`config.mk`:
```
export PLATFORM = sky130hd
export DESIGN_NAME = pll_lock_sequencer_flat
export DESIGN_NICKNAME = d
export VERILOG_FILES = /design/src/rtl/pll_seq_pkg.sv /design/src/rtl/pll_lock_sequencer_if.sv /design/src/rtl/sync_2ff.sv /design/src/rtl/pll_lock_sequencer.sv /design/src/flat_wrapper.sv
export SDC_FILE = /design/constraint.sdc
export NUM_CORES = 1
export LEC_CHECK = 0
export ABC_AREA = 1
export BUFFER_PORTS_ARGS = -buffer_cell sky130_fd_sc_hd__buf_2
export CAP_MARGIN = 10
export CORE_ASPECT_RATIO = 1.2
export CORE_MARGIN = 10
export CORE_UTILIZATION = 58
export CTS_CLUSTER_SIZE = 8
export DETAILED_ROUTE_END_ITERATION = 10
export HOLD_SLACK_MARGIN = 0.03
export PLACE_DENSITY = 0.87
export SYNTH_ARGS = -nofsm -noshare
export SYNTH_HDL_FRONTEND = slang
export SYNTH_SLANG_ARGS = --single-unit
export TNS_END_PERCENT = 100
```
`constraint.sdc`:
```
create_clock -name clk -period 2.2 [get_ports clk]
set_input_delay 0.44 -clock clk [delete_from_list [all_inputs] [get_ports clk]]
set_output_delay 0.44 -clock clk [all_outputs]
set_load 0.05 [all_outputs]
```
`src/rtl/pll_seq_pkg.sv`:
```
// Shared types and constants for the PLL lock sequencer.
// Latency: n/a (declarations only).
// Backpressure: n/a.
//
// Contents: FSM state encoding, default cycle parameters, retry counter width,
// and a helper used to size the shared cycle counter.
package pll_seq_pkg;

    localparam int RETRY_W = 4;

    localparam int DEF_PLL_RST_CYCLES      = 16;
    localparam int DEF_LOCK_STABLE_CYCLES  = 1024;
    localparam int DEF_LOCK_TIMEOUT_CYCLES = 65536;
    localparam int DEF_MAX_RETRIES         = 3;

    typedef enum logic [2:0] {
        PLL_RST   = 3'd0,
        WAIT_LOCK = 3'd1,
        STABLE    = 3'd2,
        RUN       = 3'd3,
        FAIL      = 3'd4
    } state_t;

    function automatic int max3(input int a, input int b, input int c);
        int m;
        m = (a > b) ? a : b;
        return (m > c) ? m : c;
    endfunction

endpackage

```
`src/rtl/pll_lock_sequencer_if.sv`:
```
// Control/status bundle between the PLL lock sequencer and its environment.
// Latency: n/a (wires only).
// Backpressure: none; all signals are level or single-cycle pulses.
//
// Signals: pll_locked (async lock flag), restart (1-cycle request) flow towards
// the sequencer; pll_reset, sys_rst_n, ready, fail, lock_lost, retry_cnt flow
// out of it. The slave modport is the sequencer side.
interface pll_lock_sequencer_if;
    import pll_seq_pkg::*;

    logic               pll_locked;
    logic               restart;
    logic               pll_reset;
    logic               sys_rst_n;
    logic               ready;
    logic               fail;
    logic               lock_lost;
    logic [RETRY_W-1:0] retry_cnt;

    modport master (
        output pll_locked, restart,
        input  pll_reset, sys_rst_n, ready, fail, lock_lost, retry_cnt
    );

    modport slave (
        input  pll_locked, restart,
        output pll_reset, sys_rst_n, ready, fail, lock_lost, retry_cnt
    );

endinterface

```
`src/rtl/sync_2ff.sv`:
```
// Two-flop synchronizer for a single asynchronous level.
// Latency: 2 clk edges from input change to output change.
// Backpressure: none.
//
// Ports: clk, rst_n (sync active-low, clears both flops), i_d async in, o_q synced out.
module sync_2ff (
    input  logic clk,
    input  logic rst_n,
    input  logic i_d,
    output logic o_q
);

    logic r_meta;
    logic r_sync;

    always_ff @(posedge clk) begin
        if (!rst_n) begin
            r_meta <= 1'b0;
            r_sync <= 1'b0;
        end else begin
            r_meta <= i_d;
            r_sync <= r_meta;
        end
    end

    assign o_q = r_sync;

endmodule

```
`src/rtl/pll_lock_sequencer.sv`:
```
// Sequences PLL reset, lock qualification and datapath reset release, with retry/fail.
// Latency: outputs registered from next-state; pll_locked acts on the state 2 edges after sampling.
// Backpressure: none; restart is always accepted and overrides every other event.
//
// Ports: clk (100 MHz ref), rst_n (sync active-low), bus (slave modport):
//   pll_locked/restart in; pll_reset, sys_rst_n, ready, fail, lock_lost, retry_cnt out.
module pll_lock_sequencer
    import pll_seq_pkg::*;
#(
    parameter int PLL_RST_CYCLES      = DEF_PLL_RST_CYCLES,
    parameter int LOCK_STABLE_CYCLES  = DEF_LOCK_STABLE_CYCLES,
    parameter int LOCK_TIMEOUT_CYCLES = DEF_LOCK_TIMEOUT_CYCLES,
    parameter int MAX_RETRIES         = DEF_MAX_RETRIES
) (
    input  logic                 clk,
    input  logic                 rst_n,
    pll_lock_sequencer_if.slave  bus
);

    localparam int CNT_W = $clog2(max3(PLL_RST_CYCLES, LOCK_STABLE_CYCLES,
                                       LOCK_TIMEOUT_CYCLES)) + 1;

    localparam logic [CNT_W-1:0]   RST_END     = CNT_W'(PLL_RST_CYCLES - 1);
    localparam logic [CNT_W-1:0]   STABLE_END  = CNT_W'(LOCK_STABLE_CYCLES - 1);
    localparam logic [CNT_W-1:0]   TIMEOUT_END = CNT_W'(LOCK_TIMEOUT_CYCLES - 1);
    localparam logic [RETRY_W-1:0] RETRY_MAX   = RETRY_W'(MAX_RETRIES);

    logic               w_locked_s;
    state_t             w_nxt_state;
    logic [RETRY_W-1:0] w_nxt_retry;
    logic               w_nxt_lost;
    logic               w_enter;

    state_t             r_state;
    logic [CNT_W-1:0]   r_cnt;
    logic               r_pll_reset;
    logic               r_sys_rst_n;
    logic               r_ready;
    logic               r_fail;
    logic               r_lock_lost;
    logic [RETRY_W-1:0] r_retry_cnt;

    sync_2ff u_lock_sync (
        .clk   (clk),
        .rst_n (rst_n),
        .i_d   (bus.pll_locked),
        .o_q   (w_locked_s)
    );

    always_comb begin
        w_nxt_state = r_state;
        w_nxt_retry = r_retry_cnt;
        w_nxt_lost  = r_lock_lost;
        if (bus.restart) begin
            // Restart beats lock loss in RUN, so lock_lost is cleared, not set.
            w_nxt_state = PLL_RST;
            w_nxt_retry = '0;
            w_nxt_lost  = 1'b0;
        end else begin
            case (r_state)
                PLL_RST: begin
                    if (r_cnt == RST_END) w_nxt_state = WAIT_LOCK;
                end
                WAIT_LOCK: begin
                    if (w_locked_s) begin
                        w_nxt_state = STABLE;
                    end else if (r_cnt == TIMEOUT_END) begin
                        if (r_retry_cnt == RETRY_MAX) begin
                            w_nxt_state = FAIL;
                        end else begin
                            w_nxt_state = PLL_RST;
                            w_nxt_retry = r_retry_cnt + RETRY_W'(1);
                        end
                    end
                end
                STABLE: begin
                    // A drop restarts the lock wait without charging a retry.
                    if (!w_locked_s)                w_nxt_state = WAIT_LOCK;
                    else if (r_cnt == STABLE_END)   w_nxt_state = RUN;
                end
                RUN: begin
                    if (!w_locked_s) begin
                        w_nxt_state = PLL_RST;
                        w_nxt_lost  = 1'b1;
                        w_nxt_retry = '0;
                    end
                end
                FAIL:    w_nxt_state = FAIL;
                default: w_nxt_state = PLL_RST;
            endcase
        end
    end

    // Restart re-enters PLL_RST even from PLL_RST, so it also counts as an entry.
    assign w_enter = bus.restart || (w_nxt_state != r_state);

    always_ff @(posedge clk) begin
        if (!rst_n) begin
            r_state     <= PLL_RST;
            r_cnt       <= '0;
            r_pll_reset <= 1'b1;
            r_sys_rst_n <= 1'b0;
            r_ready     <= 1'b0;
            r_fail      <= 1'b0;
            r_lock_lost <= 1'b0;
            r_retry_cnt <= '0;
        end else begin
            r_state <= w_nxt_state;
            if (w_enter) begin
                r_cnt <= '0;
            end else if (r_state inside {PLL_RST, WAIT_LOCK, STABLE}) begin
                // RUN/FAIL never use the count; holding it avoids pointless wrap.
                r_cnt <= r_cnt + CNT_W'(1);
            end
            r_pll_reset <= (w_nxt_state == PLL_RST) || (w_nxt_state == FAIL);
            r_sys_rst_n <= (w_nxt_state == RUN);
            r_ready     <= (w_nxt_state == RUN);
            r_fail      <= (w_nxt_state == FAIL);
            r_lock_lost <= w_nxt_lost;
            r_retry_cnt <= w_nxt_retry;
        end
    end

    assign bus.pll_reset = r_pll_reset;
    assign bus.sys_rst_n = r_sys_rst_n;
    assign bus.ready     = r_ready;
    assign bus.fail      = r_fail;
    assign bus.lock_lost = r_lock_lost;
    assign bus.retry_cnt = r_retry_cnt;

endmodule

```
`src/flat_wrapper.sv`:
```
// flat-port wrapper written by rule: the top's interface ports become plain ports
module pll_lock_sequencer_flat import pll_seq_pkg::*;
#(
    parameter int PLL_RST_CYCLES      = DEF_PLL_RST_CYCLES,
    parameter int LOCK_STABLE_CYCLES  = DEF_LOCK_STABLE_CYCLES,
    parameter int LOCK_TIMEOUT_CYCLES = DEF_LOCK_TIMEOUT_CYCLES,
    parameter int MAX_RETRIES         = DEF_MAX_RETRIES
)
  (clk, rst_n, bus_pll_locked, bus_restart, bus_pll_reset, bus_sys_rst_n, bus_ready, bus_fail, bus_lock_lost, bus_retry_cnt);
  pll_lock_sequencer_if bus_i ();
  input  logic clk;
  input  logic rst_n;
  input wire logic [$bits(bus_i.pll_locked)-1:0] bus_pll_locked;
  input wire logic [$bits(bus_i.restart)-1:0] bus_restart;
  output wire logic [$bits(bus_i.pll_reset)-1:0] bus_pll_reset;
  output wire logic [$bits(bus_i.sys_rst_n)-1:0] bus_sys_rst_n;
  output wire logic [$bits(bus_i.ready)-1:0] bus_ready;
  output wire logic [$bits(bus_i.fail)-1:0] bus_fail;
  output wire logic [$bits(bus_i.lock_lost)-1:0] bus_lock_lost;
  output wire logic [$bits(bus_i.retry_cnt)-1:0] bus_retry_cnt;
  assign bus_i.pll_locked = bus_pll_locked;
  assign bus_i.restart = bus_restart;
  assign bus_pll_reset = bus_i.pll_reset;
  assign bus_sys_rst_n = bus_i.sys_rst_n;
  assign bus_ready = bus_i.ready;
  assign bus_fail = bus_i.fail;
  assign bus_lock_lost = bus_i.lock_lost;
  assign bus_retry_cnt = bus_i.retry_cnt;
  pll_lock_sequencer #(.PLL_RST_CYCLES(PLL_RST_CYCLES), .LOCK_STABLE_CYCLES(LOCK_STABLE_CYCLES), .LOCK_TIMEOUT_CYCLES(LOCK_TIMEOUT_CYCLES), .MAX_RETRIES(MAX_RETRIES)) u_core (.clk(clk), .rst_n(rst_n), .bus(bus_i));
endmodule
```
# --- Word level (Yosys, flattened, before mapping) ---
# Index checks and enable logic that the tools add are counted.
op_classes:
  add_sub_neg: 2
  eq_ne: 15
  mux: 14
  bitwise: 2
  n_reduce_logical: 10
ops:
  columns: ["operator", "n"]
  rows:
  - ["two-way mux 3 bit", 8]
  - ["adder 17 x 1 -> 17 bit (second input constant)", 1]
  - ["== test 17 x 10 -> 1 bit (second input constant)", 1]
  - ["== test 17 x 16 -> 1 bit (second input constant)", 1]
  - ["== test 17 x 4 -> 1 bit (second input constant)", 1]
  - ["two-way mux 4 bit", 4]
  - ["one-hot mux 3 bit (5 select lines)", 1]
  - ["== test 3 x 2 -> 1 bit (second input constant)", 3]
  - ["one-hot mux 4 bit (2 select lines)", 1]
  - ["== test 3 bit (second input constant)", 2]
  - ["zero test 3 bit", 2]
  - ["!= test 2 bit (second input constant)", 3]
  - ["AND reduction 5 bit", 1]
  - ["adder 4 x 1 -> 4 bit (second input constant)", 1]
  - ["== test 4 x 2 -> 1 bit (second input constant)", 1]
  - ["OR reduction 2 bit", 2]
  - ["== test 3 x 1 -> 1 bit (second input constant)", 1]
  - ["!= test 3 bit", 1]
  - ["nonzero test 3 bit", 1]
  - ["logical OR 1 bit", 2]
  - ["!= test 2 x 1 -> 1 bit (second input constant)", 1]
  - ["inverter 1 bit", 2]
  - ["AND reduction 2 bit", 1]
  - ["nonzero test 2 bit", 1]
word_totals:
  register_bits: 30
  in_bits: 4
  out_inout_bits: 9

# --- Longest topological paths before layout ---
depth:
  word_depth: 9
  ltp_mapped: 19
  depth_no_buf: 18

# --- Cells and area by module ---
# From an unflattened synthesis, not the netlist that was laid out.
unflattened:
  cells_unflattened: 210
  hier_area_um2: 1501.4
modules_own_cells:
  columns: ["module", "n_inst", "cells_each", "area_each_um2", "seq_area_each_um2"]
  rows:
  - ["pll_lock_sequencer", 1, 204, 1446.4, 560.5]
  - ["sync_2ff", 1, 6, 55.1, 40.0]

# --- Least setup slack after synthesis ---
# No wires, ideal clock.
synth_path:
  path_kind: "register to register"
  start: "register u_core.r_cnt[7]"
  end: "register u_core.r_cnt[16]"
  arrival_ps: 1915
  required_time_ps: 2081
  path_slack_ps: 166
  path_stages_with_launch: 20
  period_less_slack_ps: 2034
  path_cell_list: "dfxtp_1 nand2_1 inv_1 nand2_1 nor3_1 nand4_1 nor3_1 ha_1 nor2_1 nand2_1 nor2_1 nor2_1 nand2_1 inv_1 nand2_2 nand2_2 nand2_1 nand3_4 buf_6 nor2_2"
synth_via:
  elab_chain_cells: 8
  elab_cells_between_ends: 14
  cone_classes: "1 x add/sub; 4 x eq/ne; 7 x mux; 2 x reduce/logical"
synth_rtl:
  columns: ["item", "line", "text"]
  rows:
  - ["start: declaration", "pll_lock_sequencer.sv:35", "logic [CNT_W-1:0] r_cnt;"]
  - ["start signal: assignment", "pll_lock_sequencer.sv:113", "r_cnt <= r_cnt + CNT_W'(1);"]
  - ["== test 17 x 10 -> 1 bit or == test 17 x 16 -> 1 bit (tied branches)", "pll_lock_sequencer.sv:79, pll_lock_sequencer.sv:67", null]
  - ["two-way mux 3 bit, on equally long branches", "pll_lock_sequencer.sv:79, pll_lock_sequencer.sv:67", null]
  - ["two-way mux 3 bit, on equally long branches", "pll_lock_sequencer.sv:78, pll_lock_sequencer.sv:65", null]
  - ["one-hot mux 3 bit (5 select lines)", "pll_lock_sequencer.sv:60", "case (r_state)"]
  - ["two-way mux 3 bit", "pll_lock_sequencer.sv:54", "if (bus.restart) begin"]
  - ["!= test 3 bit", "pll_lock_sequencer.sv:95", "assign w_enter = bus.restart || (w_nxt_state != r_state);"]
  - ["logical OR 1 bit", "pll_lock_sequencer.sv:95", null]
  - ["OR reduction 2 bit (no source line)", null, null]
# Several ways; a longest one is shown, not always the timed one.
# A chain may end at the register's enable or synchronous reset.

# --- Worst setup path after layout ---
# Ends and elaborated chain as after synthesis.

==> results.txt <==
----------------------------------------------------
[Final layout]
  Total inserted antenna cells ... 0
  Total area of multi-input combinational cells ... approximately 840 sq um
  Footprint of the flip-flops and latches ... 608 sq um
  Fraction of layout instances using a drive strength above 1 ... 0.311
  Number of non-filler instances in the completed layout ... 274
  Final Core Density ... 0.744
  Filler cell count ... 194
  Post-layout net count ... 247
  Synthesis-to-finish area growth ... 23.5%

[Yosys]
  Adder-cell share of the synthesized area ... 0.0249
  Syn Std Cell Area ... ~1500 sq um
  Post-synthesis sequential element count ... 30
  Synthesis Warnings ... 0
  Syn_area_per_cell ... 7.21 sq um
  Count of flip-flops with a built-in enable after synthesis ... 0
  Async set or reset register ratio after synthesis ... 0
  Area contributors post-synth ... dfxtp_1, nor2_1, nand2_1, inv_1, xor2_1
  Ys flop type ... dfxtp_1
  Post-Syn Nets ... 216
  Count of mapped cells out of synthesis ... 209
  Simple logic cell fraction of the synthesized area ... 0.367
  Area share of the leading cell type in the synthesized netlist ... 0.399
  Fraction of synthesized cell area in xor and xnor cells ... 0.0872
  Main combinational cell family by area after synthesis ... simple AND/OR/NAND/NOR gates
  Number of library cell types mapped by synthesis ... 24
  Area fraction in compound gates after synthesis ... 0.0266
  Largest area contributor in the synthesized netlist ... dfxtp_1
  Proportion of synthesized chip area in sequential cells ... 0.399
  Mux cell area share after synthesis ... 0.0133

[STA]
  Count of pins over their slew limit ... 0
  Final Hold Vio Count ... 0
  Actual slew at the worst max-slew pin ... 0.256 ns
  Period utilisation layout ... 1.04
  Worst slew slack as a fraction of its limit ... 0.828
  Max frequency ... ~0.44 GHz
  Final setup margin ... -0.0963 ns
  Largest clock skew in the final design ... 0.00957 ns
  Fin Setup TNS ... -1.35 ns
  Fin crit period ... 2.30 ns
  Final setup violation count ... 17
  Unrepaired setup endpoints after global routing ... yes

[Setup path]
  Critical path type ... register to register
  Critical path required time ... ~2.4 ns
  Reg-to-Reg Start ... u_core.r_cnt[7]
  Type of element capturing the critical path ... register
  CP Data Arrival Time ... 2.51 ns
  Origin of the worst setup path ... u_core.r_cnt[7]
  Critical path fanouts, max ... 6
  Cell type with the highest occurrence count on the critical path ... nand2_2
  Kind of start point of the critical path ... register
  Slowest stage cell on the critical path ... dfxtp_4
  CP Buf/Inv Count ... 3
  Cell family with the largest share of critical-path delay ... simple AND/OR/NAND/NOR gates
  Ordered list of cells on the worst path ... nand2_4 > inv_2 > nand2_2 > nor3_2 > nand4_1 > nor3_2 > ha_2 > nor2_2 > nand2_1 > nor2_1 > nor2_1 > nand2_1 > inv_1 > nand2_2 > nand2_2 > nand2_2 > nand3_4 > buf_12 > nor2_2
  Critical path's largest stage delay ... ~0.38 ns

[Min path]
  Class of the worst hold path ... input port to register
  Hold wc startpoint ... bus_pll_locked

[Placed design]
  Cells after DPL ... 257
  I/O Buffers ... 12
  Final estimated routing congestion in global placement ... 0.846
  Estimated wirelength of the detail-placed design ... 2.28 mm
  Worst slack, placed ... -0.0242 ns

[Routing]
  Total wire length ... approximately 3.5 mm
  Routed length per instance ... approximately 13 microns
  DRC violations left ... 0
  Pre-Repair DR Iteration Count ... 4
  Number of DRC markers in iteration 0 ... 77
  Vias post-DR ... between 1,000 and 1,500
  Antenna violation net count after detailed routing ... 0
  Vias per cell ... 5.08

[Clocking]
  Clock buffer count from CTS ... 5
  Count of H-tree levels built during CTS ... 2
  Clock tree from TritonCTS ... built
  Number of buffers on the longest clock path ... 2
  Skew-Pair Late Insertion Delay ... about 0.33 ns
  CTS sink count ... 30
  Clock-pin slew on the worst setup and hold paths ... 0.08 ns
  Number of buffers inserted for hold repair after clock tree synthesis ... 0
  Library cell used as clock root buffer ... clkbuf_4

[Power]
  Leakage power ... 0.800 nW
  Largest voltage drop on the vdd net ... 0.467 mV
  Power Density ... 497 nW/um^2

[GRT]
  Largest net degree at the start of global routing ... 10
  Wire length of the first global-routing pass ... between 5 and 6 mm
  Antenna violations before repair ... 0
  Total routing resource utilization after global routing ... 0.136
  Vias in the first global route ... 1,296
  GR Overflow Total ... 0

[Outcome]
  Violations in the final reports ... negative setup slack
  Run status ... complete, but fails checks

[Die]
  Row count ... 20
  DIE AREA ... 5040 sq um
  CORE AREA ... 2500 sq um
  Die X ... ~67 microns
  Initial Utilization ... 0.602
  Die Y-Extent ... 75.8 microns
  Number of ports placed on the die boundary ... 13

[Flow run]
  Number of max-cap violations ... 0

----------------------------------------------------
-- tightest hold or removal path, cell delays in order --
cell and delay, ns:
buf_2 0.07, nand2_1 0.04, inv_1 0.04
-- cells by family (layout without fill, tap and decap cells) --
kind of cell / Yosys count / after routing
and+or+nand+nor: 121 / 121
DFF: 30 / 30
buffers and inverters: 30 / 62
xor gates and xnor gates: 15 / 15
AOI/OAI and AO/OA: 8 / 8
adders and majority gates: 3 / 3
muxes: 2 / 2
-- worst paths after layout --
check             cells after the start                   endpoint  slack, ns
setup / recovery                     19           u_core.r_cnt[16]       -0.1
hold / removal                        3  u_core.u_lock_sync.r_meta       0.29
setup reg to reg                     19           u_core.r_cnt[16]       -0.1
hold reg to reg                       2     u_core.u_lock_sync.o_q       0.41
-- per-stage QoR --
step / total power [W] / cell area [sq um] / hold WS, ns
after floorplan: 0.000582 / 1510 / 0.390
after global placement: 0.000587 / 1630 / 0.398
after detailed placement: 0.000588 / 1630 / 0.405
after CTS: 0.000934 / 1760 / 0.286
after global routing: 0.000969 / 1860 / 0.304
final: 0.000924 / 1860 / 0.294
-- placed cells by master, fill, tap and decap left out --
cell type	count
mux2i_1	2
a21oi_1	4
nor3_1	4
buf_2	12
clkbuf_8	1
o21ai_1	1
dfxtp_2	3
nand2_4	1
nand3_4	1
ha_2	1
xnor2_1	4
nand2_2	6
nand4_1	3
xor2_1	11
clkinv_2	1
nor3b_2	1
inv_2	3
clkbuf_1	1
or2_2	1
nand2_1	34
nor2_4	1
buf_12	3
buf_4	12
o21ai_0	3
dfxtp_4	1
nor3_2	4
nor2_2	17
inv_1	24
ha_1	2
dfxtp_1	26
clkbuf_4	5
nor2_1	37
nand3_1	10
nand3_2	1
-- synthesized netlist by cell type (all sizes together), types with 3 or more instances --
cell type / instances
a21oi: 4
dfxtp: 30
ha: 3
inv: 27
nand2: 41
nand3: 12
nand4: 3
nor2: 55
nor3: 8
o21ai: 4
xnor2: 4
xor2: 11
-- final cells by class --
class                   count  share of cell area
repair buffers             27               0.113
multi-input cells         149               0.451
clock buffers               7              0.0296
clock inverters             1             0.00269
flip-flops and latches     30               0.327
inverters                  27              0.0545
well taps                  33              0.0222
-- sequential cells by signal, summed over array words and instances, names as in the netlist --
register / count
u_core.r_cnt: 17
u_core.bus.retry_cnt: 4
u_core.r_state: 3
u_core.bus.fail: 1
u_core.bus.lock_lost: 1
u_core.bus.pll_reset: 1
u_core.bus.sys_rst_n: 1
u_core.u_lock_sync.o_q: 1
u_core.u_lock_sync.r_meta: 1
-- power breakdown --
| part | total, W | internal (W) | leakage [nW] | switching [W] |
|---|---|---|---|---|
| logic | 0.0000425 | 0.0000190 | 0.520 | 0.0000234 |
| registers | 0.000547 | 0.000545 | 0.245 | 0.00000234 |
| clock network | 0.000335 | 0.000155 | 0.0353 | 0.000180 |
-- timing repair --
item	in CTS	in global routing
endpoints found under the setup margin	17	19
pin swaps	1	13
cloned	0	0
gates resized for setup	3	22
setup buffers	3	6
-- metal layers --
| layer | wire, microns | GRT usage |
|---|---|---|
| met1 | 1360 | 0.131 |
| met2 | 1840 | 0.245 |
| met3 | 187 | 0.0485 |
| met4 | 93 | 0.0769 |
| met5 | 0 | 0 |
Power figures use the tool's default switching activity.
